==> src/rtl/osd_pkg.sv <==
// Shared types and constants for the OSD bitmap overlay path.
package osd_pkg;

    localparam int unsigned RGB_W        = 24;
    localparam int unsigned PIX_PER_BYTE = 8;

    // One pixel-clock beat of the video stream.
    typedef struct packed {
        logic             vs;
        logic             hs;
        logic             de;
        logic [RGB_W-1:0] rgb;
    } video_bus_t;

    // Number of ROM bytes that make up one line of the OSD window.
    function automatic int unsigned osd_bytes_per_row(input int unsigned osd_w);
        return osd_w / PIX_PER_BYTE;
    endfunction

endpackage

==> src/rtl/osd_video_delay.sv <==
// N-stage shift register that carries the video bus alongside the ROM pipeline.
module osd_video_delay
    import osd_pkg::*;
#(
    parameter int unsigned N = 3
)(
    input  logic       i_clk,
    input  logic       i_rst,
    input  video_bus_t i_bus,
    output video_bus_t o_bus
);

    video_bus_t r_pipe [N];

    // Shift the bus one stage per pixel clock; reset empties every stage.
    always_ff @(posedge i_clk or posedge i_rst) begin
        if (i_rst) begin
            for (int unsigned i = 0; i < N; i++) begin
                r_pipe[i] <= '0;
            end
        end else begin
            r_pipe[0] <= i_bus;
            for (int unsigned i = 1; i < N; i++) begin
                r_pipe[i] <= r_pipe[i-1];
            end
        end
    end

    assign o_bus = r_pipe[N-1];

endmodule

==> src/rtl/osd_bitmap_reader.sv <==
// Reads a 1-bpp OSD bitmap from ROM and overlays it as a solid colour on the video stream.
module osd_bitmap_reader
    import osd_pkg::*;
#(
    parameter int unsigned ADDR_WIDTH = 11,
    parameter int unsigned DATA_WIDTH = 8,
    parameter int unsigned OSD_W      = 256,
    parameter int unsigned OSD_H      = 64,
    parameter bit          VS_POL     = 1'b1,
    parameter int unsigned ROM_LAT    = 1
)(
    input  logic                  clk,
    input  logic                  rst,
    input  logic [11:0]           pos_x,
    input  logic [11:0]           pos_y,
    input  logic                  osd_en,
    input  logic [RGB_W-1:0]      osd_color,
    input  logic                  vs_in,
    input  logic                  hs_in,
    input  logic                  de_in,
    input  logic [RGB_W-1:0]      rgb_in,
    output logic [ADDR_WIDTH-1:0] rom_addr,
    input  logic [DATA_WIDTH-1:0] rom_data,
    output logic                  vs_out,
    output logic                  hs_out,
    output logic                  de_out,
    output logic [RGB_W-1:0]      rgb_out
);

    localparam int unsigned LAT           = ROM_LAT + 2;
    localparam int unsigned BYTES_PER_ROW = osd_bytes_per_row(OSD_W);

    // Edge detectors and pixel position
    logic              r_vs_act_d;
    logic              r_de_d;
    logic [11:0]       r_x_cnt;
    logic [11:0]       r_y_cnt;
    logic              w_vs_act;
    logic              w_vs_edge;
    logic              w_de_fall;

    // Per-frame shadow of the control inputs
    logic              r_en_l;
    logic [11:0]       r_pos_x_l;
    logic [11:0]       r_pos_y_l;
    logic [RGB_W-1:0]  r_color_l;

    // Stage 0 window test and address
    logic signed [12:0]    w_rx;
    logic signed [12:0]    w_ry;
    logic                  w_rx_in;
    logic                  w_ry_in;
    logic                  w_hit;
    logic [ADDR_WIDTH-1:0] w_addr;
    logic [ADDR_WIDTH-1:0] r_rom_addr;
    logic                  r_hit_s0;
    logic [2:0]            r_sub_s0;

    // ROM-latency alignment and final select
    logic [ROM_LAT-1:0]    r_hit_pipe;
    logic [2:0]            r_sub_pipe [ROM_LAT];
    logic                  w_bit;
    logic                  r_ovl;

    video_bus_t            w_bus_in;
    video_bus_t            w_bus_d;

    assign w_vs_act  = (vs_in == VS_POL);
    assign w_vs_edge = w_vs_act & ~r_vs_act_d;
    assign w_de_fall = r_de_d & ~de_in;

    // Track the active-pixel position of the incoming stream.
    always_ff @(posedge clk or posedge rst) begin
        if (rst) begin
            r_vs_act_d <= 1'b0;
            r_de_d     <= 1'b0;
            r_x_cnt    <= '0;
            r_y_cnt    <= '0;
        end else begin
            r_vs_act_d <= w_vs_act;
            r_de_d     <= de_in;
            r_x_cnt    <= de_in ? r_x_cnt + 12'd1 : '0;
            if (w_vs_edge) begin
                r_y_cnt <= '0;
            end else if (w_de_fall) begin
                r_y_cnt <= r_y_cnt + 12'd1;
            end
        end
    end

    // Capture enable, position and colour once per frame so a frame never tears.
    always_ff @(posedge clk or posedge rst) begin
        if (rst) begin
            r_en_l    <= 1'b0;
            r_pos_x_l <= '0;
            r_pos_y_l <= '0;
            r_color_l <= '0;
        end else if (w_vs_edge) begin
            r_en_l    <= osd_en;
            r_pos_x_l <= pos_x;
            r_pos_y_l <= pos_y;
            r_color_l <= osd_color;
        end
    end

    // Window-relative coordinates; negative means left of / above the window.
    assign w_rx    = $signed({1'b0, r_x_cnt}) - $signed({1'b0, r_pos_x_l});
    assign w_ry    = $signed({1'b0, r_y_cnt}) - $signed({1'b0, r_pos_y_l});
    assign w_rx_in = ~w_rx[12] && (32'(w_rx[11:0]) < OSD_W);
    assign w_ry_in = ~w_ry[12] && (32'(w_ry[11:0]) < OSD_H);
    assign w_hit   = de_in & r_en_l & w_rx_in & w_ry_in;
    assign w_addr  = ADDR_WIDTH'(32'(w_ry[11:0]) * BYTES_PER_ROW + 32'(w_rx[11:3]));

    assign w_bit   = rom_data[3'd7 - r_sub_pipe[ROM_LAT-1]];

    // Address issue, hit/sub-pixel alignment to the ROM latency, and overlay decision.
    always_ff @(posedge clk or posedge rst) begin
        if (rst) begin
            r_rom_addr <= '0;
            r_hit_s0   <= 1'b0;
            r_sub_s0   <= '0;
            r_hit_pipe <= '0;
            for (int unsigned i = 0; i < ROM_LAT; i++) begin
                r_sub_pipe[i] <= '0;
            end
            r_ovl      <= 1'b0;
        end else begin
            if (w_hit) begin
                r_rom_addr <= w_addr;
            end
            r_hit_s0      <= w_hit;
            r_sub_s0      <= w_rx[2:0];
            r_hit_pipe[0] <= r_hit_s0;
            r_sub_pipe[0] <= r_sub_s0;
            for (int unsigned i = 1; i < ROM_LAT; i++) begin
                r_hit_pipe[i] <= r_hit_pipe[i-1];
                r_sub_pipe[i] <= r_sub_pipe[i-1];
            end
            r_ovl         <= r_hit_pipe[ROM_LAT-1] & w_bit;
        end
    end

    assign w_bus_in = {vs_in, hs_in, de_in, rgb_in};

    osd_video_delay #(
        .N (LAT)
    ) u_video_delay (
        .i_clk (clk),
        .i_rst (rst),
        .i_bus (w_bus_in),
        .o_bus (w_bus_d)
    );

    // Overlay flag and delayed video are both registered and line up on the same beat.
    assign rom_addr = r_rom_addr;
    assign vs_out   = w_bus_d.vs;
    assign hs_out   = w_bus_d.hs;
    assign de_out   = w_bus_d.de;
    assign rgb_out  = r_ovl ? r_color_l : w_bus_d.rgb;

endmodule

==> config.mk <==
export PLATFORM = sky130hd
export DESIGN_NAME = osd_bitmap_reader
export DESIGN_NICKNAME = d
export VERILOG_FILES = /design/src/rtl/osd_pkg.sv /design/src/rtl/osd_video_delay.sv /design/src/rtl/osd_bitmap_reader.sv
export SDC_FILE = /design/constraint.sdc
export NUM_CORES = 1
export LEC_CHECK = 0
export CELL_PAD_IN_SITES_DETAIL_PLACEMENT = 0
export CELL_PAD_IN_SITES_GLOBAL_PLACEMENT = 1
export CORE_ASPECT_RATIO = 1.1
export CORE_MARGIN = 4
export CORE_UTILIZATION = 51
export CTS_CLUSTER_SIZE = 8
export DETAILED_ROUTE_END_ITERATION = 10
export DONT_BUFFER_PORTS = 1
export PLACE_DENSITY_LB_ADDON = 0.1
export SLEW_MARGIN = 20
export SYNTH_ARGS = -nofsm -noshare
export SYNTH_HDL_FRONTEND = slang
export SYNTH_HIERARCHICAL = 1
export SYNTH_SLANG_ARGS = --single-unit
==> constraint.sdc <==
create_clock -name clk -period 4.65 [get_ports clk]
set_clock_uncertainty 0.2 [all_clocks]
set_input_delay 0.93 -clock clk [delete_from_list [all_inputs] [get_ports clk]]
set_output_delay 0.93 -clock clk [all_outputs]
set_load 0.03 [all_outputs]
## After elaboration in Yosys (flattened, before gate mapping)

Index checks and enable logic that the tools add are counted.

| word-level totals | value |
|---|---|
| register bits after elaboration | 174 |
| bits of input ports | 86 |
| word-level logic and storage cells | 52 |

| operators by class | value |
|---|---|
| $lt $le $gt $ge | 3 |
| multiplexer cells | 6 |
| add/subtract/negate cells | 6 |
| bitwise gates (word level) | 10 |
| reductions and logical operators | 3 |

Operators with widths:

| kind | number |
|---|---|
| $mux 12 | 3 |
| $sub 12x12->13 | 2 |
| $add 12x1->12 const B | 2 |
| $mux 24 | 1 |
| $lt 12x7->1 const B | 1 |
| $lt 12x9->1 const B | 1 |
| $add 11x9->11 | 1 |
| $and 1x1->1 | 6 |
| $lt 3x4->1 const B | 1 |
| $not 1->1 | 4 |
| $bmux 1 s3 | 1 |
| $sub 3x3->3 const A | 1 |
| $logic_and 1x1->1 | 2 |
| $reduce_bool 2->1 | 1 |
| $mux 1 | 1 |

## Depth between registers and ports, before layout

Gate-level depths: netlist of the first run.

| depth | value |
|---|---|
| depth in word-level cells | 5 |
| gate-level depth with buffers | 16 |
| gate-level depth less buffers | 16 |

## Modules after synthesis

The synthesis of the first run kept the hierarchy.

By module, submodules not included:

| module | area an instance (um2) | instances | cells each | sequential area each (um2) |
|---|---|---|---|---|
| osd_bitmap_reader | 5,446.5 | 1 | 526 | 2,377.3 |
| osd_video_delay | 2,233.4 | 1 | 109 | 2,026.9 |

## Worst setup path before layout of the first run

OpenSTA, ideal clock, no wires.

| path | value |
|---|---|
| path kind | register to register |
| start point | register r_x_cnt[0] |
| end point | register r_rom_addr[10], in the netlist rom_addr[10] |
| arrival time | 3.098 ns |
| period minus slack after synthesis | 3.423 ns |
| cell stages (with the launch flop) | 17 |
| setup slack | 1.227 ns |
| path buffers | 0 |
| path through | dfrtp_1 -> inv_1 -> ha_1 -> fa_1 -> nand2b_1 -> a21oi_1 -> o211ai_1 -> nand2_1 -> a21oi_1 -> xnor2_1 -> ha_1 -> a21o_1 -> nand2_1 -> a21oi_1 -> a21oi_1 -> xnor2_1 -> mux2_2 |

| between the ends | value |
|---|---|
| word-level cells in the longest chain between the ends | 5 |

RTL lines:

| what | line | RTL |
|---|---|---|
| start: declaration | osd_bitmap_reader.sv:36 | `logic [11:0] r_x_cnt;` |
| start signal: assignment | osd_bitmap_reader.sv:82 | `r_x_cnt <= de_in ? r_x_cnt + 12'd1 : '0;` |
| $sub 12x12->13 (*) | osd_bitmap_reader.sv:107 | `assign w_rx = $signed({1'b0, r_x_cnt}) - $signed({1'b0, r_pos_x_l});` |
| $lt 12x9->1 or $not 1->1 (tied branches) | osd_bitmap_reader.sv:109 | `assign w_rx_in = ~w_rx[12] && (32'(w_rx[11:0]) < OSD_W);` |
| $logic_and 1x1->1 | osd_bitmap_reader.sv:109 |  |
| $and 1x1->1 (2 in series) | osd_bitmap_reader.sv:111 | `assign w_hit = de_in & r_en_l & w_rx_in & w_ry_in;` |
| end signal: assignment | osd_bitmap_reader.sv:129 | `r_rom_addr <= w_addr;` |
| end: declaration | osd_bitmap_reader.sv:55 | `logic [ADDR_WIDTH-1:0] r_rom_addr;` |

Mark *: on every way between the ends. The rest lies on a longest branch, timed or not.
A chain may end at the register's enable or synchronous reset.

## Worst setup path in the final report of the first run

Same ends and word-level chain as after synthesis.

==> tab_implementation.tex, run 1 <==
\begin{tabular}{lr}
\hline
Metric & Value \\
\hline
\multicolumn{2}{l}{\textbf{Synthesis}} \\
\quad Number of unique standard cell types used by synthesis & 55 \\
\quad Yosys warns & 6 \\
\quad Part of the Yosys area used for sequential elements & a little under three fifths \\
\quad Top FF cell, synth & sky130\_fd\_sc\_hd\_\_dfrtp\_1 \\
\quad Syn\_nets & $\sim$750 \\
\quad Leading post-synthesis cells by cell area & sky130\_fd\_sc\_hd\_\_dfrtp\_1 57\%, sky130\_fd\_sc\_hd\_\_mux2\_2 7.8\%, sky130\_fd\_sc\_hd\_\_ha\_1 4.9\%, sky130\_fd\_sc\_hd\_\_buf\_4 2.6\%, sky130\_fd\_sc\_hd\_\_o21ai\_0 2.3\% \\
\quad Post-Synthesis Cells & roughly 640 \\
\quad Netlist area before placement & 7680 µm² \\
\quad Number of flops mapped to enable cells by yosys & 0 \\
\quad Area share of the largest cell type after synthesis & between 50\% and 60\% \\
\quad Count leader, synth & sky130\_fd\_sc\_hd\_\_dfrtp\_1 \\
\quad Fraction of synthesis flops using an asynchronous set or reset pin & between 90\% and 100\% \\
\quad Cell taking the most area after synthesis & sky130\_fd\_sc\_hd\_\_dfrtp\_1 \\
\quad Post-synthesis area per instance & 12.09 µm² \\
\quad Leading cell types by count after synthesis & 176 x sky130\_fd\_sc\_hd\_\_dfrtp\_1, 53 x sky130\_fd\_sc\_hd\_\_mux2\_2, 45 x sky130\_fd\_sc\_hd\_\_nand2\_1, 41 x sky130\_fd\_sc\_hd\_\_inv\_1, 36 x sky130\_fd\_sc\_hd\_\_o21ai\_0 \\
\quad Register bit count reported by yosys & approximately 180 \\
\multicolumn{2}{l}{\textbf{Setup path}} \\
\quad Most numerous cell on the critical path & sky130\_fd\_sc\_hd\_\_a21oi\_1 \\
\quad Cell Chain, Critical Path & inv\_1 -> ha\_1 -> fa\_1 -> nand2b\_1 -> a21oi\_1 -> o211ai\_1 -> nand2\_1 -> a21oi\_1 -> xnor2\_1 -> ha\_1 -> a21o\_1 -> nand2\_1 -> a21oi\_1 -> a21oi\_1 -> xnor2\_1 -> mux2\_2 \\
\quad Critical-path top delay cell & sky130\_fd\_sc\_hd\_\_xnor2\_1 \\
\quad Kind of critical path & flop to flop \\
\quad Category of the worst setup path capture point & flop \\
\quad Arr. time, crit path & between 3 and 4 ns \\
\quad Worst endpoint required time & between 4 and 5 ns \\
\quad Critical path peak fanout & 4 \\
\quad Crit path largest cell delay & between 0.4 and 0.5 ns \\
\quad Startpoint type of the worst setup path & flop \\
\multicolumn{2}{l}{\textbf{Placement}} \\
\quad GP Congestion & around 0.81 \\
\quad Detail Placement HPWL & around 10000 µm \\
\quad Port bufs & 0 \\
\quad Setup slack at placement & about 0.9 ns \\
\multicolumn{2}{l}{\textbf{Routing}} \\
\quad Detailed-route wire length per cell & about 18 µm \\
\quad Residual DRC count & 0 \\
\quad Number of optimization iterations in the first detailed-route pass & 5 \\
\quad ANT nets after route & 0 \\
\quad Detailed-route vias per instance & approximately 5.3 \\
\quad Count of routing violations after the opening detailed-route iteration & about 170 \\
\quad Total vias in the final route & between 4000 and 5000 \\
\quad Routed Wire Length & about 15000 µm \\
\multicolumn{2}{l}{\textbf{Timing}} \\
\quad Final min period & 3.804 ns \\
\quad Number of slew-limit violations in the final report & 0 \\
\quad Setup-violating endpoint count in the final report & 0 \\
\quad Post-route fraction of the period consumed by the critical path & 81.80\% \\
\quad Worst-margin pin slew & just under 0.9 ns \\
\quad Worst-case headroom to the max-slew limit & between 40\% and 50\% \\
\quad Final Hold Violating Endpoints & 0 \\
\quad Fin Setup TNS & 0 ns \\
\quad Maximum clock frequency & 262.9 MHz \\
\quad PnR worst setup slack & about 0.85 ns \\
\quad Setup repair after global routing missed its margin & no \\
\multicolumn{2}{l}{\textbf{Clock tree}} \\
\quad Count of H-tree levels built during CTS & 4 \\
\quad Cts hold-fix bufs & 0 \\
\quad Clock Sinks & approximately 180 \\
\quad Clock latency at the later pin of the worst-skew pair & approximately 0.42 ns \\
\quad CTS root buf & sky130\_fd\_sc\_hd\_\_clkbuf\_16 \\
\quad Number of resized instances in the post-cts repair step & 0 \\
\quad Clock input transition at the sequential cells of the worst setup and hold paths & approximately 0.06 ns \\
\quad Clock tree from TritonCTS & yes \\
\quad Buffer depth of the longest clock path & 2 \\
\quad TritonCTS buffer count & 17 \\
\quad Number of buffers inserted to repair setup after CTS & 0 \\
\multicolumn{2}{l}{\textbf{Global routing}} \\
\quad Number of global-route vias before repair & 4759 \\
\quad Largest net degree at the start of global routing & between 60 and 70 \\
\quad Antenna violations before repair & 0 \\
\quad GRT Resource Usage Total & between 10\% and 20\% \\
\quad Grt ovf & 0 \\
\quad First-pass GRT wire length & about 24000 µm \\
\multicolumn{2}{l}{\textbf{Power}} \\
\quad Net Sw Frac & 26.41\% \\
\quad Switching component of the power & a little under 1 mW \\
\quad Internal power & $\sim$2.8 mW \\
\quad Total leakage power & between 3 and 4 nW \\
\quad Clock group share of total power & between 40\% and 50\% \\
\quad Relative contribution of combinational cells to total power & approximately 14\% \\
\quad Pwr/cell area & around 450 nW/µm² \\
\quad Seq pwr share & 45.5\% \\
\quad IR Drop Worst-Case VDD & 0.2753 mV \\
\quad Pwr Total & 3.740 mW \\
\multicolumn{2}{l}{\textbf{Run}} \\
\quad Maximum Capacitance Violations & 0 \\
\multicolumn{2}{l}{\textbf{Die}} \\
\quad Area of the core & between 10000 and 15000 µm² \\
\quad Die area & around 17000 µm² \\
\quad Effective utilization at floorplan & about 53\% \\
\quad I/O pin total & $\sim$120 \\
\quad Standard-cell rows & 46 \\
\quad Horizontal die dimension & 125 µm \\
\quad Die outline height & $\sim$140 µm \\
\multicolumn{2}{l}{\textbf{Final layout}} \\
\quad Signed area change from the synthesized netlist to the final layout & 8.390\% \\
\quad Count of fill cells added during filler insertion & around 1300 \\
\quad Number of nets in the final layout & $\sim$730 \\
\quad Count of antenna diodes in the layout & 0 \\
\quad Layout cells sized above 1 & between 10\% and 20\% \\
\multicolumn{2}{l}{\textbf{Status}} \\
\quad Status & finished clean \\
\multicolumn{2}{l}{\textbf{Min path}} \\
\quad Type of the tightest min-delay check & flop to flop \\
\hline
\end{tabular}
==> power groups by stage <==
stage	Clock, mW	Sequential (mW)	Combinational [mW]
6_report	1.50	1.70	0.536
5_1_grt	1.62	1.72	0.606
4_1_cts	1.54	1.70	0.543
3_5_place_dp	0	1.73	0.538
3_3_place_gp	0	1.73	0.525
2_1_floorplan	0	1.71	0.450
==> metal layers <==
layer  routed length [µm]  track usage (%)  vias to the layer above
met3                  451            3.825                       17
li1                     -                -                     2092
met4                  281            6.867                        0
met1                 6284            22.11                     2185
met2                 7709            31.26                       83
met5                    0                0                        -
==> cells in the final DEF, fill, tap and decap left out, types with 6 or more instances in the layout <==
master,netlist,layout
sky130_fd_sc_hd__and2_1,11,11
sky130_fd_sc_hd__xnor2_1,18,18
sky130_fd_sc_hd__clkbuf_16,0,17
sky130_fd_sc_hd__or3_1,8,8
sky130_fd_sc_hd__nand2b_1,6,6
sky130_fd_sc_hd__mux2_4,9,9
sky130_fd_sc_hd__nor2_1,30,30
sky130_fd_sc_hd__xor2_1,14,14
sky130_fd_sc_hd__a21oi_1,20,20
sky130_fd_sc_hd__mux2_2,53,53
sky130_fd_sc_hd__nor3_1,6,6
sky130_fd_sc_hd__o21ai_0,36,36
sky130_fd_sc_hd__nand2_1,45,45
sky130_fd_sc_hd__a21o_1,6,6
sky130_fd_sc_hd__dfrtp_1,176,175
sky130_fd_sc_hd__inv_1,41,39
sky130_fd_sc_hd__nor2b_1,9,8
sky130_fd_sc_hd__ha_1,30,30
sky130_fd_sc_hd__nand3_1,12,12
==> critical path, delay by kind of cell (launching register included) <==
| kind | cells | cell delay, ns |
|---|---|---|
| AO/OA/AOI/OAI | 6 | 0.90 |
| XOR/XNOR | 2 | 0.52 |
| adder cells (fa/ha/maj) | 3 | 0.97 |
| multiplexers | 1 | 0.26 |
| buffers and inverters | 1 | 0.06 |
| AND/OR/NAND/NOR | 3 | 0.39 |
| flip-flops | 1 | 0.40 |
==> final cells by class <==
| class | instances | area [µm²] | area share (%) |
|---|---|---|---|
| clock buffers | 18 | 439.2 | 5.276 |
| repair buffers | 5 | 37.54 | 0.4509 |
| inverters | 43 | 165.2 | 1.984 |
| clock inverters | 13 | 196.4 | 2.360 |
| multi-input cells | 372 | 2840 | 34.12 |
| well taps | 192 | 240.2 | 2.886 |
| flip-flops and latches | 176 | 4405 | 52.92 |
==> registers in the layout, indices dropped and copies added (netlist names), 3 cells and up <==
signal / cells
r_color_l: 24
u_video_delay/o_bus: 27
rom_addr: 11
r_sub_pipe: 3
u_video_delay/r_pipe: 54
r_pos_y_l: 12
r_x_cnt: 12
r_y_cnt: 12
r_sub_s0: 3
r_pos_x_l: 12
==> path summary, 6_finish.rpt <==
kind | start | end | slack (ns) | cells after the start
setup reg to reg | r_x_cnt[0] | rom_addr[10] | 0.85 | 16
max in group asynchronous | rst | r_vs_act_d | 2.98 | 2
min in group asynchronous | rst | u_video_delay/o_bus[17] | 0.25 | 1
hold / removal | u_video_delay/r_pipe[80] | u_video_delay/r_pipe[53] | 0.14 | 0
hold reg to reg | u_video_delay/r_pipe[80] | u_video_delay/r_pipe[53] | 0.14 | 0
setup / recovery | r_x_cnt[0] | rom_addr[10] | 0.85 | 16
==> stage by stage <==
step	std cells	area [µm²]	utilization, %	hold slack [ns]
global placement	788	7687	52.58	0.1318
finish	819	8324	56.94	0.1423
floorplan	635	7680	-	0.1312
CTS	819	8323	56.93	0.1425
global route	819	8324	56.94	0.1467
detailed placement	788	7687	52.58	0.1347
==> cell families after synthesis <==
| family | after synthesis | synth area share, % |
|---|---|---|
| AOI/OAI and AO/OA | 95 | 7.462 |
| xor gates and xnor gates | 32 | 3.649 |
| adders and majority gates | 33 | 5.670 |
| buffers and inverters | 87 | 5.767 |
| DFF | 176 | 57.35 |
| muxes | 68 | 10.64 |
| and+or+nand+nor | 144 | 9.466 |
Note: power is estimated with default switching activity, not from simulation.
==> run 2, diff against run 1 <==
- CORE_UTILIZATION: 51 -> 46
- clock period: 4.65 -> 3.25 ns (I/O delays scaled with it)
==> run 2 against run 1 <==
  * The run now ends with negative setup slack left
  * Clock power is 35% higher
  * Fmax rose by 17%
  * Wire length rose by 5.8%
==> tab_implementation.tex, run 2 (synthesis gave the netlist of run 1 again) <==
\begin{tabular}{lr}
\hline
Metric & Value \\
\hline
\multicolumn{2}{l}{\textbf{Placement}} \\
\quad Setup slack at placement & -0.1936 ns (-1.070 ns) \\
\quad Detail Placement HPWL & 10760 µm (+2.6\%) \\
\quad Placed insts & 842 (+6.9\%) \\
\quad GP Congestion & 0.8332 (+2.9\%) \\
\quad Port bufs & 0 (unchanged) \\
\quad Area after detailed placement & 8051 µm² (+4.7\%) \\
\multicolumn{2}{l}{\textbf{Setup path}} \\
\quad Buffering stage count on the worst path with inverters included & 2 (+1) \\
\quad Cell Chain, Critical Path & ha\_4 -> fa\_2 -> nand2b\_4 -> a21oi\_4 -> o211ai\_1 -> nand2\_2 -> a2111oi\_4 -> or4\_4 -> nor4\_4 -> buf\_4 -> clkbuf\_16 -> mux2\_4 \\
\quad Worst Reg-to-Reg Cells & 12 (-4) \\
\quad Crit path largest cell delay & 0.56 ns (+0.13 ns) \\
\quad Category of the worst setup path capture point & flop \\
\quad Kind of critical path & flop to flop \\
\quad Critical path peak fanout & 5 (+1) \\
\quad Arr. time, crit path & 3.37 ns (-0.53 ns) \\
\quad Kind of cell with the highest combined delay on the critical path & simple AND/OR/NAND/NOR gates \\
\quad Reg2Reg Setup Slack & -0.01 ns (-0.86 ns) \\
\quad Critical-path top delay cell & sky130\_fd\_sc\_hd\_\_or4\_4 \\
\quad Startpoint type of the worst setup path & flop \\
\quad Worst endpoint required time & 3.36 ns (-1.39 ns) \\
\quad Critical R2R Capture & rom\_addr[7] \\
\quad R2R Path Start & r\_pos\_x\_l[0] \\
\multicolumn{2}{l}{\textbf{Die}} \\
\quad Horizontal die dimension & 131.2 µm (+5.0\%) \\
\quad Standard-cell rows & 49 (+6.5\%) \\
\quad Die outline height & 143.5 µm (+5.0\%) \\
\quad I/O pin total & 124 (unchanged) \\
\quad Die area & 18830 µm² (+10\%) \\
\quad Effective utilization at floorplan & 46.92\% (-5.6 points) \\
\quad Area of the core & 16370 µm² (+12\%) \\
\multicolumn{2}{l}{\textbf{Routing}} \\
\quad Total vias in the final route & 4552 (+4.0\%) \\
\quad Detailed-route wire length per cell & 17.54 µm (-2.4\%) \\
\quad Detailed-route vias per instance & 5.126 (-4.1\%) \\
\quad ANT nets after route & 0 (unchanged) \\
\quad Residual DRC count & 0 (unchanged) \\
\quad Routed Wire Length & 15580 µm (+5.8\%) \\
\quad Count of routing violations after the opening detailed-route iteration & 180 (+5.3\%) \\
\quad Number of optimization iterations in the first detailed-route pass & 4 (-1) \\
\multicolumn{2}{l}{\textbf{Timing}} \\
\quad PnR worst setup slack & -0.01265 ns (-0.8588 ns) \\
\quad Final min period & 3.263 ns (-0.5412 ns) \\
\quad Maximum clock frequency & 306.5 MHz (+17\%) \\
\quad Setup repair after global routing missed its margin & yes \\
\quad Fin Setup TNS & -0.06178 ns (-0.06178 ns) \\
\quad Number of slew-limit violations in the final report & 0 (unchanged) \\
\quad Post-route fraction of the period consumed by the critical path & 100.4\% (+19 points) \\
\quad Worst-case headroom to the max-slew limit & 50.82\% (+9.1 points) \\
\quad Final Hold Violating Endpoints & 0 (unchanged) \\
\quad Worst hold slack & 0.005515 ns (-0.1368 ns) \\
\quad Setup-violating endpoint count in the final report & 10 (+10) \\
\quad Worst-margin pin slew & 0.7368 ns (-0.1367 ns) \\
\multicolumn{2}{l}{\textbf{Power}} \\
\quad Pwr/cell area & 608.3 nW/µm² (+35\%) \\
\quad Internal power & 3.889 mW (+41\%) \\
\quad Switching component of the power & 1.573 mW (+59\%) \\
\quad Net Sw Frac & 28.80\% (+2.4 points) \\
\quad IR Drop Worst-Case VDD & 0.3909 mV (+42\%) \\
\quad Pwr Total & 5.461 mW (+46\%) \\
\quad Seq pwr share & 44.5\% (-1.0 points) \\
\quad Relative contribution of combinational cells to total power & 18.3\% (+4.0 points) \\
\quad Total leakage power & 4.110 nW (+8.0\%) \\
\quad Clock group share of total power & 37.2\% (-2.9 points) \\
\multicolumn{2}{l}{\textbf{Final layout}} \\
\quad End-of-flow core utilization & 54.84\% (-2.1 points) \\
\quad Number of nets in the final layout & 788 (+7.4\%) \\
\quad Most frequent cells in the layout & 176 x sky130\_fd\_sc\_hd\_\_dfrtp\_1, 54 x sky130\_fd\_sc\_hd\_\_buf\_4, 52 x sky130\_fd\_sc\_hd\_\_mux2\_2 \\
\quad Final cell count without fillers & 888 (+8.4\%) \\
\quad Commonest non-fill, non-tap cell in the layout & sky130\_fd\_sc\_hd\_\_dfrtp\_1 \\
\quad Layout cells sized above 1 & 29.03\% (+11 points) \\
\quad Register with the most flip-flops & u\_video\_delay/r\_pipe \\
\quad Signed area change from the synthesized netlist to the final layout & 16.89\% \\
\quad Count of fill cells added during filler insertion & 1410 (+11\%) \\
\quad Final standard cell area without fillers & 8977 µm² (+7.8\%) \\
\quad Max reg flops & 54 (unchanged) \\
\multicolumn{2}{l}{\textbf{Clock tree}} \\
\quad Clock latency at the later pin of the worst-skew pair & 0.42 ns (about the same) \\
\quad Clock tree from TritonCTS & yes \\
\quad Clock Sinks & 176 (unchanged) \\
\quad TritonCTS buffer count & 17 (unchanged) \\
\quad Count of H-tree levels built during CTS & 4 (unchanged) \\
\quad Buffer depth of the longest clock path & 2 (unchanged) \\
\quad Clock input transition at the sequential cells of the worst setup and hold paths & 0.07 ns (about the same) \\
\quad CTS root buf & sky130\_fd\_sc\_hd\_\_clkbuf\_16 \\
\multicolumn{2}{l}{\textbf{Global routing}} \\
\quad Number of global-route vias before repair & 4999 (+5.0\%) \\
\quad Largest net degree at the start of global routing & 96 (+39\%) \\
\quad Grt ovf & 0 (unchanged) \\
\quad First-pass GRT wire length & 25500 µm (+5.6\%) \\
\quad GRT Resource Usage Total & 17.15\% (-0.79 points) \\
\quad Antenna violations before repair & 2 (+2) \\
\multicolumn{2}{l}{\textbf{Status}} \\
\quad Status & complete, but fails checks \\
\quad Violated checks & negative setup slack \\
\multicolumn{2}{l}{\textbf{Min path}} \\
\quad Type of the tightest min-delay check & input port to async pin \\
\multicolumn{2}{l}{\textbf{Run}} \\
\quad Maximum Capacitance Violations & 0 (unchanged) \\
\hline
\end{tabular}
run 2: cell count changes in the layout (fill, tap and decap cells not counted), moves of 4 or more:
cell                      delta
sky130_fd_sc_hd__a21oi_2     +5
sky130_fd_sc_hd__a21oi_1     -7
sky130_fd_sc_hd__ha_1        -4
sky130_fd_sc_hd__buf_4      +49
run 2: worst max-delay path by stage:
stage                     slack [ns]          from  cells after the start      endpoint
after floorplan                -0.04    r_x_cnt[0]                     16  rom_addr[10]
after global placement         -0.11    r_x_cnt[0]                     12      r_hit_s0
after detailed placement       -0.19    r_x_cnt[0]                     15   rom_addr[9]
after CTS                      -0.03    r_x_cnt[0]                     12   rom_addr[8]
after global routing           -0.12    r_x_cnt[3]                     15  rom_addr[10]
final                          -0.01  r_pos_x_l[0]                     12   rom_addr[7]
run 2: worst reg2reg max path, stage by stage (launching register included):
cell and delay [ns]:
sky130_fd_sc_hd__dfrtp_1 0.42, sky130_fd_sc_hd__ha_4 0.18, sky130_fd_sc_hd__fa_2 0.34, sky130_fd_sc_hd__nand2b_4 0.16
sky130_fd_sc_hd__a21oi_4 0.14, sky130_fd_sc_hd__o211ai_1 0.16, sky130_fd_sc_hd__nand2_2 0.14, sky130_fd_sc_hd__a2111oi_4 0.08
sky130_fd_sc_hd__or4_4 0.56, sky130_fd_sc_hd__nor4_4 0.17, sky130_fd_sc_hd__buf_4 0.17, sky130_fd_sc_hd__clkbuf_16 0.14
sky130_fd_sc_hd__mux2_4 0.29
run 2: timing repair:
action                                  CTS  global route
gates resized for setup                  25            22
setup buffers                             4             8
endpoints found under the setup margin   12            12
cloned                                    1             0
hold buffers                              0             0
pin swaps                                 9            13
run 2: power by group through the flow:
stage / clock (mW) / combinational, mW / sequential, mW
finish: 2.03 / 1.00 / 2.43
global route: 2.20 / 1.12 / 2.45
CTS: 2.08 / 0.947 / 2.43
detailed placement: 0 / 0.898 / 2.47
global placement: 0 / 0.875 / 2.46
floorplan: 0 / 0.645 / 2.45
run 2: cell type report:
type	instances	area, µm²	share of cell area, %
diodes	2	5.005	0.05575
clock buffers	18	439.2	4.892
clock inverters	14	161.4	1.798
inverters	43	166.4	1.854
multi-input cells	372	3053	34.01
flip-flops and latches	176	4404	49.06
well taps	204	255.2	2.843
repair buffers	59	493.0	5.491
run 2: per-layer routing:
metal	share of wire, %	global-route usage, %	up-vias
li1	-	-	2200
met1	42	21.05	2239
met2	51	28.82	89
met3	4.5	5.567	22
met4	1.7	6.191	2
met5	0.083	0	-
==> run 3, diff against run 2 <==
- CAP_MARGIN: not set -> 20
==> results of run 3 <==
Same layout as run 2: the final DEF is identical, and so are final timing and power.
